`src/rtl/mem_access_if.sv`:
```
// ---------------------------------------------------------------------------
// mem_access_if
//
// Data-memory port between the memory-access stage and data memory.
//
// Handshake (req/ack): the master raises dmem_req together with a stable
// dmem_we / dmem_addr / dmem_be / dmem_wdata and keeps all of them unchanged
// until the slave answers. The slave completes the transaction by raising
// dmem_ack for exactly the cycle in which it is done; for reads, dmem_rdata
// is valid only in that cycle. dmem_ack seen while dmem_req is low means
// nothing and is ignored. The master may withdraw dmem_req without an ack
// (abort or reset); the slave must then drop the transaction.
//
// Signals:
//   dmem_req    master -> slave  request
//   dmem_we     master -> slave  1 = write, 0 = read
//   dmem_addr   master -> slave  word-aligned address (bits [1:0] = 0)
//   dmem_be     master -> slave  little-endian byte enables
//   dmem_wdata  master -> slave  lane-replicated write data
//   dmem_ack    slave -> master  transaction completes this cycle
//   dmem_rdata  slave -> master  read data, valid with dmem_ack
// ---------------------------------------------------------------------------
interface mem_access_if #(
  parameter int ADDR_W = 32,
  parameter int WORD_W = 32
);
  logic              dmem_req;
  logic              dmem_we;
  logic [ADDR_W-1:0] dmem_addr;
  logic [3:0]        dmem_be;
  logic [WORD_W-1:0] dmem_wdata;
  logic              dmem_ack;
  logic [WORD_W-1:0] dmem_rdata;

  modport master (
    output dmem_req,
    output dmem_we,
    output dmem_addr,
    output dmem_be,
    output dmem_wdata,
    input  dmem_ack,
    input  dmem_rdata
  );

  modport slave (
    input  dmem_req,
    input  dmem_we,
    input  dmem_addr,
    input  dmem_be,
    input  dmem_wdata,
    output dmem_ack,
    output dmem_rdata
  );
endinterface

```
`src/rtl/mem_access.sv`:
```
// ---------------------------------------------------------------------------
// mem_access
//
// Memory-access stage of the b-risc pipeline, between the EX/ME register and
// the ME/WB register. Runs loads and stores over the req/ack data-memory
// port, replicates store data across byte lanes, sign/zero-extends load data
// and stalls upstream while a bus transaction is outstanding.
//
// Ports:
//   clk, clr            clock, synchronous active-low reset
//   i_valid             EX/ME holds a live instruction
//   i_pc, i_instr       pc and instruction word
//   i_dest_src/_reg     writeback source select and destination register
//   i_alu_eval          ALU result, effective address for memory ops
//   i_mem_rd/_wr        load / store request (store wins if both)
//   i_mem_op            000 B, 001 H, 010 W, 100 BU, 101 HU, others = W
//   i_store_data        rs2 value for stores
//   dmem                data-memory port (master side)
//   o_stall             hold upstream stages
//   o_valid             outputs carry a committed instruction
//   o_pc .. o_alu_eval  results to the ME/WB register
//   o_misalign          misaligned access dropped this cycle
//   o_timeout           one-cycle pulse when a bus transaction is aborted
//   o_dbg_state         current FSM state (0 IDLE, 1 REQ, 2 DONE)
// ---------------------------------------------------------------------------
module mem_access #(
  parameter int ADDR_W         = 32,
  parameter int INSTR_W        = 32,
  parameter int DEST_SRC_W     = 2,
  parameter int REG_IDX_W      = 5,
  parameter int WORD_W         = 32,
  parameter int TIMEOUT_CYCLES = 255
) (
  input  logic                  clk,
  input  logic                  clr,

  input  logic                  i_valid,
  input  logic [ADDR_W-1:0]     i_pc,
  input  logic [INSTR_W-1:0]    i_instr,
  input  logic [DEST_SRC_W-1:0] i_dest_src,
  input  logic [REG_IDX_W-1:0]  i_dest_reg,
  input  logic [WORD_W-1:0]     i_alu_eval,
  input  logic                  i_mem_rd,
  input  logic                  i_mem_wr,
  input  logic [2:0]            i_mem_op,
  input  logic [WORD_W-1:0]     i_store_data,

  mem_access_if.master          dmem,

  output logic                  o_stall,
  output logic                  o_valid,
  output logic [ADDR_W-1:0]     o_pc,
  output logic [INSTR_W-1:0]    o_instr,
  output logic [DEST_SRC_W-1:0] o_dest_src,
  output logic [REG_IDX_W-1:0]  o_dest_reg,
  output logic [WORD_W-1:0]     o_alu_eval,
  output logic                  o_misalign,
  output logic                  o_timeout,
  output logic [1:0]            o_dbg_state
);

  typedef enum logic [1:0] {
    S_IDLE = 2'd0,
    S_REQ  = 2'd1,
    S_DONE = 2'd2
  } state_t;

  // Wait-counter value of the last REQ cycle that may still see an ack.
  localparam logic [7:0] CNT_LAST = 8'(TIMEOUT_CYCLES - 1);

  // ---------------------------------------------------------------------
  // State and capture registers
  // ---------------------------------------------------------------------
  state_t                state_q,    state_d;
  logic [7:0]            cnt_q,      cnt_d;
  logic                  req_q,      req_d;
  logic                  we_q,       we_d;
  logic [ADDR_W-1:0]     addr_q,     addr_d;
  logic [3:0]            be_q,       be_d;
  logic [WORD_W-1:0]     wdata_q,    wdata_d;
  logic [ADDR_W-1:0]     pc_q,       pc_d;
  logic [INSTR_W-1:0]    instr_q,    instr_d;
  logic [DEST_SRC_W-1:0] dest_src_q, dest_src_d;
  logic [REG_IDX_W-1:0]  dest_reg_q, dest_reg_d;
  logic [WORD_W-1:0]     eaddr_q,    eaddr_d;
  logic [2:0]            op_q,       op_d;
  logic                  load_q,     load_d;
  logic [WORD_W-1:0]     rdata_q,    rdata_d;
  logic                  timeout_q,  timeout_d;

  // ---------------------------------------------------------------------
  // Incoming-instruction decode
  // ---------------------------------------------------------------------
  logic              mem_op;
  logic              size_b;
  logic              size_h;
  logic              misaligned;
  logic [3:0]        be_in;
  logic [WORD_W-1:0] wdata_in;

  always_comb begin
    mem_op = i_valid && (i_mem_rd || i_mem_wr);
    size_b = (i_mem_op == 3'b000) || (i_mem_op == 3'b100);
    size_h = (i_mem_op == 3'b001) || (i_mem_op == 3'b101);

    // Every code that is neither a byte nor a halfword is a word access.
    if (size_h) begin
      misaligned = i_alu_eval[0];
    end else if (size_b) begin
      misaligned = 1'b0;
    end else begin
      misaligned = |i_alu_eval[1:0];
    end

    if (size_b) begin
      be_in    = 4'b0001 << i_alu_eval[1:0];
      wdata_in = {4{i_store_data[7:0]}};
    end else if (size_h) begin
      be_in    = i_alu_eval[1] ? 4'b1100 : 4'b0011;
      wdata_in = {2{i_store_data[15:0]}};
    end else begin
      be_in    = 4'b1111;
      wdata_in = i_store_data;
    end
  end

  // Pick the addressed lane out of the returned word and extend it.
  function automatic logic [WORD_W-1:0] load_extend(
    input logic [2:0]        op,
    input logic [1:0]        lane,
    input logic [WORD_W-1:0] rd
  );
    logic [7:0]  b;
    logic [15:0] h;
    b = rd[{lane, 3'b000} +: 8];
    h = lane[1] ? rd[31:16] : rd[15:0];
    case (op)
      3'b000:  return {{(WORD_W-8){b[7]}}, b};
      3'b100:  return {{(WORD_W-8){1'b0}}, b};
      3'b001:  return {{(WORD_W-16){h[15]}}, h};
      3'b101:  return {{(WORD_W-16){1'b0}}, h};
      default: return rd;
    endcase
  endfunction

  // ---------------------------------------------------------------------
  // Next-state and output logic
  // ---------------------------------------------------------------------
  always_comb begin
    state_d    = state_q;
    cnt_d      = cnt_q;
    req_d      = req_q;
    we_d       = we_q;
    addr_d     = addr_q;
    be_d       = be_q;
    wdata_d    = wdata_q;
    pc_d       = pc_q;
    instr_d    = instr_q;
    dest_src_d = dest_src_q;
    dest_reg_d = dest_reg_q;
    eaddr_d    = eaddr_q;
    op_d       = op_q;
    load_d     = load_q;
    rdata_d    = rdata_q;
    timeout_d  = 1'b0;

    o_stall    = 1'b0;
    o_valid    = 1'b0;
    o_misalign = 1'b0;
    o_pc       = i_pc;
    o_instr    = i_instr;
    o_dest_src = i_dest_src;
    o_dest_reg = i_dest_reg;
    o_alu_eval = i_alu_eval;

    case (state_q)
      S_IDLE: begin
        o_valid = i_valid;
        if (mem_op) begin
          o_valid = 1'b0;
          if (misaligned) begin
            // Dropped as a bubble; upstream is allowed to move on.
            o_misalign = 1'b1;
            o_dest_reg = '0;
          end else begin
            o_stall    = 1'b1;
            state_d    = S_REQ;
            cnt_d      = '0;
            req_d      = 1'b1;
            we_d       = i_mem_wr;
            addr_d     = {i_alu_eval[ADDR_W-1:2], 2'b00};
            be_d       = be_in;
            wdata_d    = wdata_in;
            pc_d       = i_pc;
            instr_d    = i_instr;
            dest_src_d = i_dest_src;
            dest_reg_d = i_dest_reg;
            eaddr_d    = i_alu_eval;
            op_d       = i_mem_op;
            load_d     = !i_mem_wr;
          end
        end
      end

      S_REQ: begin
        o_stall    = 1'b1;
        o_pc       = pc_q;
        o_instr    = instr_q;
        o_dest_src = dest_src_q;
        o_dest_reg = dest_reg_q;
        o_alu_eval = eaddr_q;
        if (dmem.dmem_ack) begin
          // An ack in the last allowed cycle still completes normally.
          state_d = S_DONE;
          req_d   = 1'b0;
          if (load_q) begin
            rdata_d = load_extend(op_q, eaddr_q[1:0], dmem.dmem_rdata);
          end
        end else if (cnt_q == CNT_LAST) begin
          state_d   = S_DONE;
          req_d     = 1'b0;
          timeout_d = 1'b1;
        end else begin
          cnt_d = cnt_q + 8'd1;
        end
      end

      S_DONE: begin
        // timeout_q is only ever high during the DONE of an aborted op.
        o_valid    = !timeout_q;
        o_pc       = pc_q;
        o_instr    = instr_q;
        o_dest_src = dest_src_q;
        o_dest_reg = timeout_q ? '0 : dest_reg_q;
        o_alu_eval = load_q ? rdata_q : eaddr_q;
        state_d    = S_IDLE;
      end

      default: begin
        state_d = S_IDLE;
      end
    endcase
  end

  // ---------------------------------------------------------------------
  // Registers
  // ---------------------------------------------------------------------
  always_ff @(posedge clk) begin
    if (!clr) begin
      state_q    <= S_IDLE;
      cnt_q      <= '0;
      req_q      <= 1'b0;
      we_q       <= 1'b0;
      addr_q     <= '0;
      be_q       <= '0;
      wdata_q    <= '0;
      pc_q       <= '0;
      instr_q    <= '0;
      dest_src_q <= '0;
      dest_reg_q <= '0;
      eaddr_q    <= '0;
      op_q       <= '0;
      load_q     <= 1'b0;
      rdata_q    <= '0;
      timeout_q  <= 1'b0;
    end else begin
      state_q    <= state_d;
      cnt_q      <= cnt_d;
      req_q      <= req_d;
      we_q       <= we_d;
      addr_q     <= addr_d;
      be_q       <= be_d;
      wdata_q    <= wdata_d;
      pc_q       <= pc_d;
      instr_q    <= instr_d;
      dest_src_q <= dest_src_d;
      dest_reg_q <= dest_reg_d;
      eaddr_q    <= eaddr_d;
      op_q       <= op_d;
      load_q     <= load_d;
      rdata_q    <= rdata_d;
      timeout_q  <= timeout_d;
    end
  end

  // Bus outputs come straight from flops so they stay stable through REQ.
  assign dmem.dmem_req   = req_q;
  assign dmem.dmem_we    = we_q;
  assign dmem.dmem_addr  = addr_q;
  assign dmem.dmem_be    = be_q;
  assign dmem.dmem_wdata = wdata_q;

  assign o_timeout   = timeout_q;
  assign o_dbg_state = state_q;

endmodule

```
`src/flat_wrapper.sv`:
```
// flat-port wrapper written by rule: the top's interface ports become plain ports
module mem_access_flat 
#(
  parameter int ADDR_W         = 32,
  parameter int INSTR_W        = 32,
  parameter int DEST_SRC_W     = 2,
  parameter int REG_IDX_W      = 5,
  parameter int WORD_W         = 32,
  parameter int TIMEOUT_CYCLES = 255
)
  (clk, clr, i_valid, i_pc, i_instr, i_dest_src, i_dest_reg, i_alu_eval, i_mem_rd, i_mem_wr, i_mem_op, i_store_data, o_stall, o_valid, o_pc, o_instr, o_dest_src, o_dest_reg, o_alu_eval, o_misalign, o_timeout, o_dbg_state, dmem_dmem_req, dmem_dmem_we, dmem_dmem_addr, dmem_dmem_be, dmem_dmem_wdata, dmem_dmem_ack, dmem_dmem_rdata);
  mem_access_if #(.ADDR_W(ADDR_W), .WORD_W(WORD_W)) dmem_i ();
  input  logic clk;
  input  logic clr;
  input  logic i_valid;
  input  logic [ADDR_W-1:0] i_pc;
  input  logic [INSTR_W-1:0] i_instr;
  input  logic [DEST_SRC_W-1:0] i_dest_src;
  input  logic [REG_IDX_W-1:0] i_dest_reg;
  input  logic [WORD_W-1:0] i_alu_eval;
  input  logic i_mem_rd;
  input  logic i_mem_wr;
  input  logic [2:0] i_mem_op;
  input  logic [WORD_W-1:0] i_store_data;
  output logic o_stall;
  output logic o_valid;
  output logic [ADDR_W-1:0] o_pc;
  output logic [INSTR_W-1:0] o_instr;
  output logic [DEST_SRC_W-1:0] o_dest_src;
  output logic [REG_IDX_W-1:0] o_dest_reg;
  output logic [WORD_W-1:0] o_alu_eval;
  output logic o_misalign;
  output logic o_timeout;
  output logic [1:0] o_dbg_state;
  output wire logic [$bits(dmem_i.dmem_req)-1:0] dmem_dmem_req;
  output wire logic [$bits(dmem_i.dmem_we)-1:0] dmem_dmem_we;
  output wire logic [$bits(dmem_i.dmem_addr)-1:0] dmem_dmem_addr;
  output wire logic [$bits(dmem_i.dmem_be)-1:0] dmem_dmem_be;
  output wire logic [$bits(dmem_i.dmem_wdata)-1:0] dmem_dmem_wdata;
  input wire logic [$bits(dmem_i.dmem_ack)-1:0] dmem_dmem_ack;
  input wire logic [$bits(dmem_i.dmem_rdata)-1:0] dmem_dmem_rdata;
  assign dmem_dmem_req = dmem_i.dmem_req;
  assign dmem_dmem_we = dmem_i.dmem_we;
  assign dmem_dmem_addr = dmem_i.dmem_addr;
  assign dmem_dmem_be = dmem_i.dmem_be;
  assign dmem_dmem_wdata = dmem_i.dmem_wdata;
  assign dmem_i.dmem_ack = dmem_dmem_ack;
  assign dmem_i.dmem_rdata = dmem_dmem_rdata;
  mem_access #(.ADDR_W(ADDR_W), .INSTR_W(INSTR_W), .DEST_SRC_W(DEST_SRC_W), .REG_IDX_W(REG_IDX_W), .WORD_W(WORD_W), .TIMEOUT_CYCLES(TIMEOUT_CYCLES)) u_core (.clk(clk), .clr(clr), .i_valid(i_valid), .i_pc(i_pc), .i_instr(i_instr), .i_dest_src(i_dest_src), .i_dest_reg(i_dest_reg), .i_alu_eval(i_alu_eval), .i_mem_rd(i_mem_rd), .i_mem_wr(i_mem_wr), .i_mem_op(i_mem_op), .i_store_data(i_store_data), .dmem(dmem_i), .o_stall(o_stall), .o_valid(o_valid), .o_pc(o_pc), .o_instr(o_instr), .o_dest_src(o_dest_src), .o_dest_reg(o_dest_reg), .o_alu_eval(o_alu_eval), .o_misalign(o_misalign), .o_timeout(o_timeout), .o_dbg_state(o_dbg_state));
endmodule
```
`config.mk`:
```
export PLATFORM = sky130hd
export DESIGN_NAME = mem_access_flat
export DESIGN_NICKNAME = d
export VERILOG_FILES = /design/src/rtl/mem_access_if.sv /design/src/rtl/mem_access.sv /design/src/flat_wrapper.sv
export SDC_FILE = /design/constraint.sdc
export NUM_CORES = 1
export LEC_CHECK = 0
export BUFFER_PORTS_ARGS = -buffer_cell sky130_fd_sc_hd__buf_2
export CAP_MARGIN = 15
export CORE_MARGIN = 2
export CORE_UTILIZATION = 45
export CTS_CLUSTER_DIAMETER = 100
export DETAILED_ROUTE_END_ITERATION = 16
export PLACE_DENSITY_LB_ADDON = 0.15
export SLEW_MARGIN = 20
export SYNTH_ARGS = -nofsm -noshare
export SYNTH_HDL_FRONTEND = slang
export SYNTH_SLANG_ARGS = --single-unit
```
`constraint.sdc`:
```
create_clock -name clk -period 2.3 [get_ports clk]
set_input_delay 0.46 -clock clk [delete_from_list [all_inputs] [get_ports clk]]
set_output_delay 0.46 -clock clk [all_outputs]
set_load 0.05 [all_outputs]
```
==> results of run 1 <==
-- Yosys cell counts, types with 2 or more instances --
cell type    n
nand2_1    304
a21oi_1    194
dfxtp_1    188
mux2_2      77
nor2_1      77
clkbuf_1    67
o21ai_0     39
a22oi_1     33
buf_4       32
buf_2       19
mux2i_1     18
nor3_1      14
a211oi_1    10
a311oi_1     9
inv_1        9
o211ai_1     9
buf_1        8
nand3b_1     7
a31oi_1      6
ha_1         6
o221a_2      6
o31ai_1      6
or4_1        6
a22o_1       5
nand2b_1     4
nor2b_1      4
and3_1       3
buf_6        3
o2111ai_1    3
o21bai_1     3
o31a_1       3
or3_1        3
a21o_1       2
and2_1       2
nand3_1      2
nor4_1       2
o21ai_1      2
-- power breakdown --
group	switching, µW	total [µW]	internal [µW]
logic	2160	3640	1480
clock network	1350	2870	1520
registers	108	3500	3400
total	3620	10000	6390
-- sequential cells by signal (all words and copies together), names as in the netlist --
register / cells
u_core.cnt_q: 8
u_core.dest_reg_q: 5
u_core.dest_src_q: 2
u_core.dmem.dmem_addr: 1
u_core.dmem.dmem_be: 4
u_core.dmem.dmem_req: 1
u_core.dmem.dmem_wdata: 32
u_core.dmem.dmem_we: 1
u_core.eaddr_q: 31
u_core.instr_q: 32
u_core.load_q: 1
u_core.o_dbg_state: 2
u_core.o_timeout: 1
u_core.op_q: 3
u_core.pc_q: 32
u_core.rdata_q: 32
-- kinds of logic (layout without fill, tap and decap cells) --
logic type / count (synthesis) / in the layout
adders and majority gates: 6 / 6
muxes: 95 / 95
buffers and inverters: 140 / 480
other: 1 / 8
DFF: 188 / 188
and+or+nand+nor: 431 / 431
AOI/OAI and AO/OA: 337 / 337
-- worst max-delay path by stage --
stage                                     start               to  slack (ps)  cells after the start
final                     u_core.o_dbg_state[1]    o_alu_eval[5]        -210                      9
after global placement    u_core.o_dbg_state[1]  u_core.cnt_q[5]         100                      6
after floorplan           u_core.o_dbg_state[1]    o_alu_eval[0]          20                      7
after global routing      u_core.o_dbg_state[1]    o_alu_eval[5]        -260                      9
after CTS                 u_core.o_dbg_state[1]    o_alu_eval[5]        -200                      9
after detailed placement  u_core.o_dbg_state[0]    o_alu_eval[4]          60                      7
-- layout make-up --
cell class                 instances  area (µm²)  share of cell area [%]
antenna                            6        15.0                   0.104
clock buffer                      21         480                    3.32
clock inverter                    10        82.6                   0.570
inverter                          10        50.0                   0.346
multi-input combinational        871        5810                    40.1
sequential                       188        3770                    26.0
tap                              270         338                    2.33
timing repair buffer             439        3940                    27.2
-- critical path, cell delays in order (launching register included) --
cell     delay, ps
dfxtp_4        370
inv_4           40
ha_4           260
buf_12         140
buf_12         130
buf_12         130
buf_12         150
buf_12         130
a21oi_4        110
buf_6          170
-- stage by stage --
stage | power, µW | hold WS (ps)
2_1_floorplan | 5540 | 433
3_3_place_gp | 6260 | 438
3_5_place_dp | 6280 | 443
4_1_cts | 9790 | 257
5_1_grt | 10300 | 267
6_report | 10000 | 265
-- layer usage --
metal | wire length [µm] | global-route usage (%)
met1 | 13700 | 36.1
met2 | 18700 | 54.4
met3 | 2720 | 6.73
met4 | 1690 | 14.7
met5 | 13 | 0
-- what timing repair did --
action,4_1_cts,5_1_grt
pin swaps,18,30
gates cloned,9,6
endpoints found under the setup margin,105,105
gates resized for setup,334,116
buffers inserted,24,15
==> impl_summary.md, run 1 <==
Detailed routing
The average wire length per cell after detail routing is 20.3 µm. The via count is 10,220. The first-pass iteration count of the detailed router is 5. After detailed routing, the number of remaining DRC violations is 0. For this block, the initial DRC count from the detailed router was 605. Wires add up to 36,800 µm. After detailed routing, the number of vias per cell comes to 5.63. The antenna violation net count after detailed routing is 0.

Timing
After routing, the total negative slack on setup checks comes to -14,330 ps. Headroom to the max-slew limit came out at 43.6%. The clock arrives with 13.3 ps of skew. The actual slew at the worst max-slew pin is 844 ps. Setup violations remaining at the end of the flow were counted as 102. Of the available clock period, the critical path in the final layout requires 109%. The worst setup slack after layout is -214 ps. Setup repair after global routing could not meet its margin everywhere.

The final hold violation count was 0. Timing would allow up to 398 MHz. The number of slew-limit violations in the final report is 0. The clock period minus final worst setup slack is 2510 ps.

Logic synthesis
The number of distinct library cells after synthesis is 50. After technology mapping, the gate count stands at 1,198. After Yosys synthesis, and, or, nand and nor cells account for 18.7% of the synthesized area. After synthesis, the largest area contributor takes up 40.3% of total cell area. The synthesized netlist occupies a cell area of 9330 µm². Summing the areas of all compound-gate instances in the mapped netlist gives 21.5% of the synthesized area. The library cell with the largest summed area after synthesis is dfxtp_1. The most used flip-flop cell after synthesis is dfxtp_1.

The synthesized area per cell is 7.79 µm². The synthesis warning total is 0. The number of register bits inferred by synthesis is 188. The share of synthesized cell area in full adder, half adder and majority cells is 0.804%.

Yosys attributes the largest share of cell area to dfxtp_1, nand2_1, a21oi_1, mux2_2, nor2_1. The combinational family with the most area after synthesis is compound AO/OA/AOI/OAI gates. Summing the areas of all xor and xnor instances in the mapped netlist gives 0% of the synthesized area. The number of flops mapped to enable cells by yosys is 0.

Of the post-synthesis cell area, the part taken by muxes is 11.2%. The sequential area share after synthesis is 40.3%. The share of synthesized flip-flops with an asynchronous set or reset is 0%.

Critical path
STA classifies the critical path startpoint as a register. The capturing element type of the critical path is an output port. STA puts the critical path data required time at 1840 ps. For the worst flop-to-flop path, the logic depth is 9. The startpoint identified for the worst register-to-register timing path is u_core.o_dbg_state[0]. The worst setup slack for register-to-register paths is 300 ps. The arrival time reported for the critical path endpoint is 2050 ps.

The critical path is of the reg -> out type. In this run the critical register-to-register path is captured at u_core.instr_q[28]. The maximum fanout along the worst path is 8.

GRT
Entering global routing, the biggest net connects 127 pins. Global routing used 31.0% of the available tracks. The first global-routing pass estimated 53,700 µm of wire.

Summed over all layers, the global routing overflow is 0. The number of global-route vias before repair came to 9,850. The number of antenna violations at the first check in global routing is 5.

Cells and area
The most common cell after layout, fill and taps aside is nand2_1. The finished layout holds 1,815 standard cells, fillers aside. From synthesis to final layout, the design area changed by 55.2%.

Cells fill 71.3% of the core in the end. The layout cell share with drive strength beyond 1 is 42.2%. The library cells used most frequently in the layout, excluding fill and tap cells, are nand2_1, buf_2, dfxtp_1. The count of fill cells added during filler insertion is 1,541. The final layout contains 1,709 nets. The total non-filler cell area in the finished layout is 14,500 µm².

Floorplan
The total I/O pin count is 355. The vertical extent of the die is 148 µm. The starting density of the core is 46.0%. The core footprint is 20,300 µm². The floorplan has 52 rows. The die covers 21,900 µm². The horizontal die dimension is 148 µm.

CTS
After clock tree synthesis, the flow added hold-fix buffers numbering 0. The clock slew at the register clock pins of the worst setup and hold paths is 80 ps. The clock tree from TritonCTS is yes. The clock tree synthesis step divided the H-tree into 4 levels. The worst-skew pair later-pin latency is 440 ps. CTS saw 188 sinks. Counting along the longest clock path gives a buffer depth of 2.

The total CTS buffers is 17. In this run the clock root is driven by a clkbuf_16.

Outcome
The run finished, with violations left. The final reports fail on negative setup slack.

Placement
The placement-stage worst setup slack is 64.9 ps. Detailed placement ended at an HPWL of 23,300 µm. Including well taps, the total number of placed cells is 1,733. Buffers placed on the I/O ports in this run total 352. Summing all placed instances gives a cell area of 11,700 µm². At the end of routability-driven placement, the weighted congestion stood at 0.935.

Power
The worst-case IR drop observed on VDD is 0.590 mV. In this run the static leakage power is 0.00598 µW. The power density over the cells is 691 nW/µm².

Min path
The startpoint of the most critical hold path is i_pc[1]. The endpoint with the worst hold slack is u_core.pc_q[1]. The worst hold path passes through 3 cells.

In this run the worst hold path is classified as in -> reg.

Run
Across the run, the number of max-cap violations was 0.
(Power assumes the default switching activity.)
==> run 2, diff against run 1 <==
==> constraint.sdc (replaced) <==
create_clock -name clk -period 2.3 [get_ports clk]
set_input_delay 0.23 -clock clk [delete_from_list [all_inputs] [get_ports clk]]
set_output_delay 0.23 -clock clk [all_outputs]
set_load 0.05 [all_outputs]
==> impl_summary.md, run 2 (synthesis gave the netlist of run 1 again) <==
Outcome
The run finished with clean final reports.

Critical path
The arrival time reported for the critical path endpoint is 2070 ps. The capturing element type of the critical path is an output port. The nature of the critical path startpoint is a register.

Along the worst path, the maximum fanout reaches 14. Counting both buffers and inverters, the worst setup path holds a total of 4. The cell family contributing the most delay on the critical path is buffers and inverters. The critical path in this run is classified as reg -> out. The critical path goes through inv_2, ha_4, buf_12, bufbuf_16, mux2_2, buf_6. The critical path's largest stage delay is 370 ps. The critical path required time is 2070 ps. The largest individual stage delay along the critical path comes from the cell dfxtp_4. The total stage count of the critical path is 6. The depth of the most critical reg-to-reg path is 7.

Floorplan
The initial utilization of the core area, before any placement, comes to 46.0%. The die is 148 µm wide. The core footprint is 20,300 µm². The die is 148 µm tall. During I/O placement, the number of pins put on the boundary was 355.

The number of rows created at floorplan is 52. The area of the die is 21,900 µm².

Power
The leakage power total is 0.00525 µW. Dividing total power by cell area gives a power density of 743 nW/µm². Across the VDD grid, the largest voltage drop is 0.463 mV. After layout, the design draws a total of 9530 µW.

CTS
The cell sitting at the root of the clock tree is a clkbuf_16. For this design, the sink count on the clock tree is 188. The clock slew at the register clock pins of the worst setup and hold paths is 80 ps. The total CTS buffers is 17. TritonCTS built the clock tree. The later pin in the worst-skew pair is clocked with a latency of 430 ps. The buffer depth of the longest clock path is 2. The H-tree was split into 4 levels.

GRT
The number of antenna violations at the first check in global routing is 1. Summed over all layers, the global routing overflow is 0. The number of global-route vias before repair was 9,093. The first-pass GRT wire length is 47,400 µm. Entering global routing, the biggest net connects 76 pins. Global routing consumed, over all layers together, 27.0% of the routing resources.

Placement
The congestion estimate from routability-driven global placement came to 0.847. The number of buffers added on ports is 352. Detailed placement finished with a half-perimeter wire length of 20,900 µm.

Cells and area
The most common cell after layout, fill and taps aside is nand2_1. Leaving out fill and tap cells, the most frequent cells in the layout are nand2_1, buf_2, dfxtp_1. The post-route netlist has 38.7% of its cells at a drive strength greater than 1.

At the end of the flow, the number of nets in the layout was 1,671. Registers take 3770 µm². The area taken by multi-input logic gates is 5360 µm². The count of fill cells added during filler insertion is 1,794. The fraction of the core area covered by cells at the end of the flow is 63.2%. The layout-stage area growth over the synthesis result is 37.4%.

Run
The number of maximum-capacitance constraint violations is 0.

Detailed routing
The first-pass iteration count of the detailed router is 5. The number of design-rule violations left by the first detailed-router iteration is 554. The detail route stage leaves a number of antenna-violating nets equal to 0. The routed layout has 9,527 vias. After detailed routing, the total wire length is 30,700 µm. The number of vias per cell is 5.37. In the routed design, unresolved DRC markers number 0. In the final routed layout, each cell accounts on average for 17.3 µm.

Timing
The clock period minus final worst setup slack is 2300 ps. Measured against its own limit, the worst slew margin works out to 50.7%. Derived from the worst setup path, the maximum achievable clock frequency is 435 MHz. The final hold violation count is 0. The post-route fraction of the period consumed by the critical path is 99.8%. Setup violations remaining at the end of the flow were counted as 0.

Setup repair after global routing could not meet its margin everywhere. The number of slew-limit violations in the final report was 0. For the final database, setup skew stands at 11.1 ps. For the pin with the worst max-slew slack, the measured transition is 738 ps.

Min path
The hold-critical path depth is 3. The min-delay analysis places its worst path in the category in -> reg.
[run 2: area by class of cell]
class / instances / share of cell area (%)
well taps: 270 / 2.63
clock buffers: 18 / 3.42
clock inverters: 14 / 1.41
diodes: 1 / 0.0195
flip-flops and latches: 188 / 29.4
multi-input cells: 871 / 41.8
repair buffers: 401 / 21.0
inverters: 10 / 0.312
[run 2: tightest hold or removal path: cells and delay by family]
kind            cells  cell delay, ps
compound gates      1              50
buf+inv             1             100
simple gates        1              50
[run 2: path summary, 6_finish.rpt]
check / from / endpoint / slack, ps
hold reg to reg: u_core.instr_q[3] / u_core.instr_q[3] / 460
setup / recovery: u_core.o_dbg_state[0] / o_pc[15] / 3
setup reg to reg: u_core.o_dbg_state[1] / u_core.cnt_q[5] / 300
hold / removal: i_instr[6] / u_core.instr_q[6] / 40
[run 2: per-stage QoR]
| stage | hold slack, ps | setup WS (ps) | area, µm² | instances | setup TNS, ps |
|---|---|---|---|---|---|
| finish | 36.9 | 3.49 | 12800 | 1773 | 0 |
| global route | 28.2 | -73.6 | 12800 | 1772 | -2490 |
| CTS | 20.1 | -15.8 | 12700 | 1771 | -189 |
| detailed placement | 446 | 293 | 11500 | 1726 | 0 |
| global placement | 438 | 120 | 11500 | 1726 | 0 |
| floorplan | 366 | 0.0939 | 9700 | 1199 | 0 |
[run 2: where the power goes]
| part | internal (µW) | switching, µW | total, µW | leakage [µW] |
|---|---|---|---|---|
| registers | 3390 | 92.9 | 3490 | 0.00153 |
| clock network | 1680 | 1420 | 3110 | 0.000301 |
| logic | 987 | 1950 | 2940 | 0.00342 |
[run 2: timing repair]
item,4_1_cts,5_1_grt
pin swaps,5,3
gates cloned,4,0
gates resized for setup,99,46
buffers inserted,9,1
setup endpoints to repair,95,86
hold buffers,0,0
[run 2: layer usage]
metal,wire length [µm],track usage [%]
met1,12900,33.7
met2,14700,45.3
met3,2370,7.01
met4,721,9.43
met5,13,0
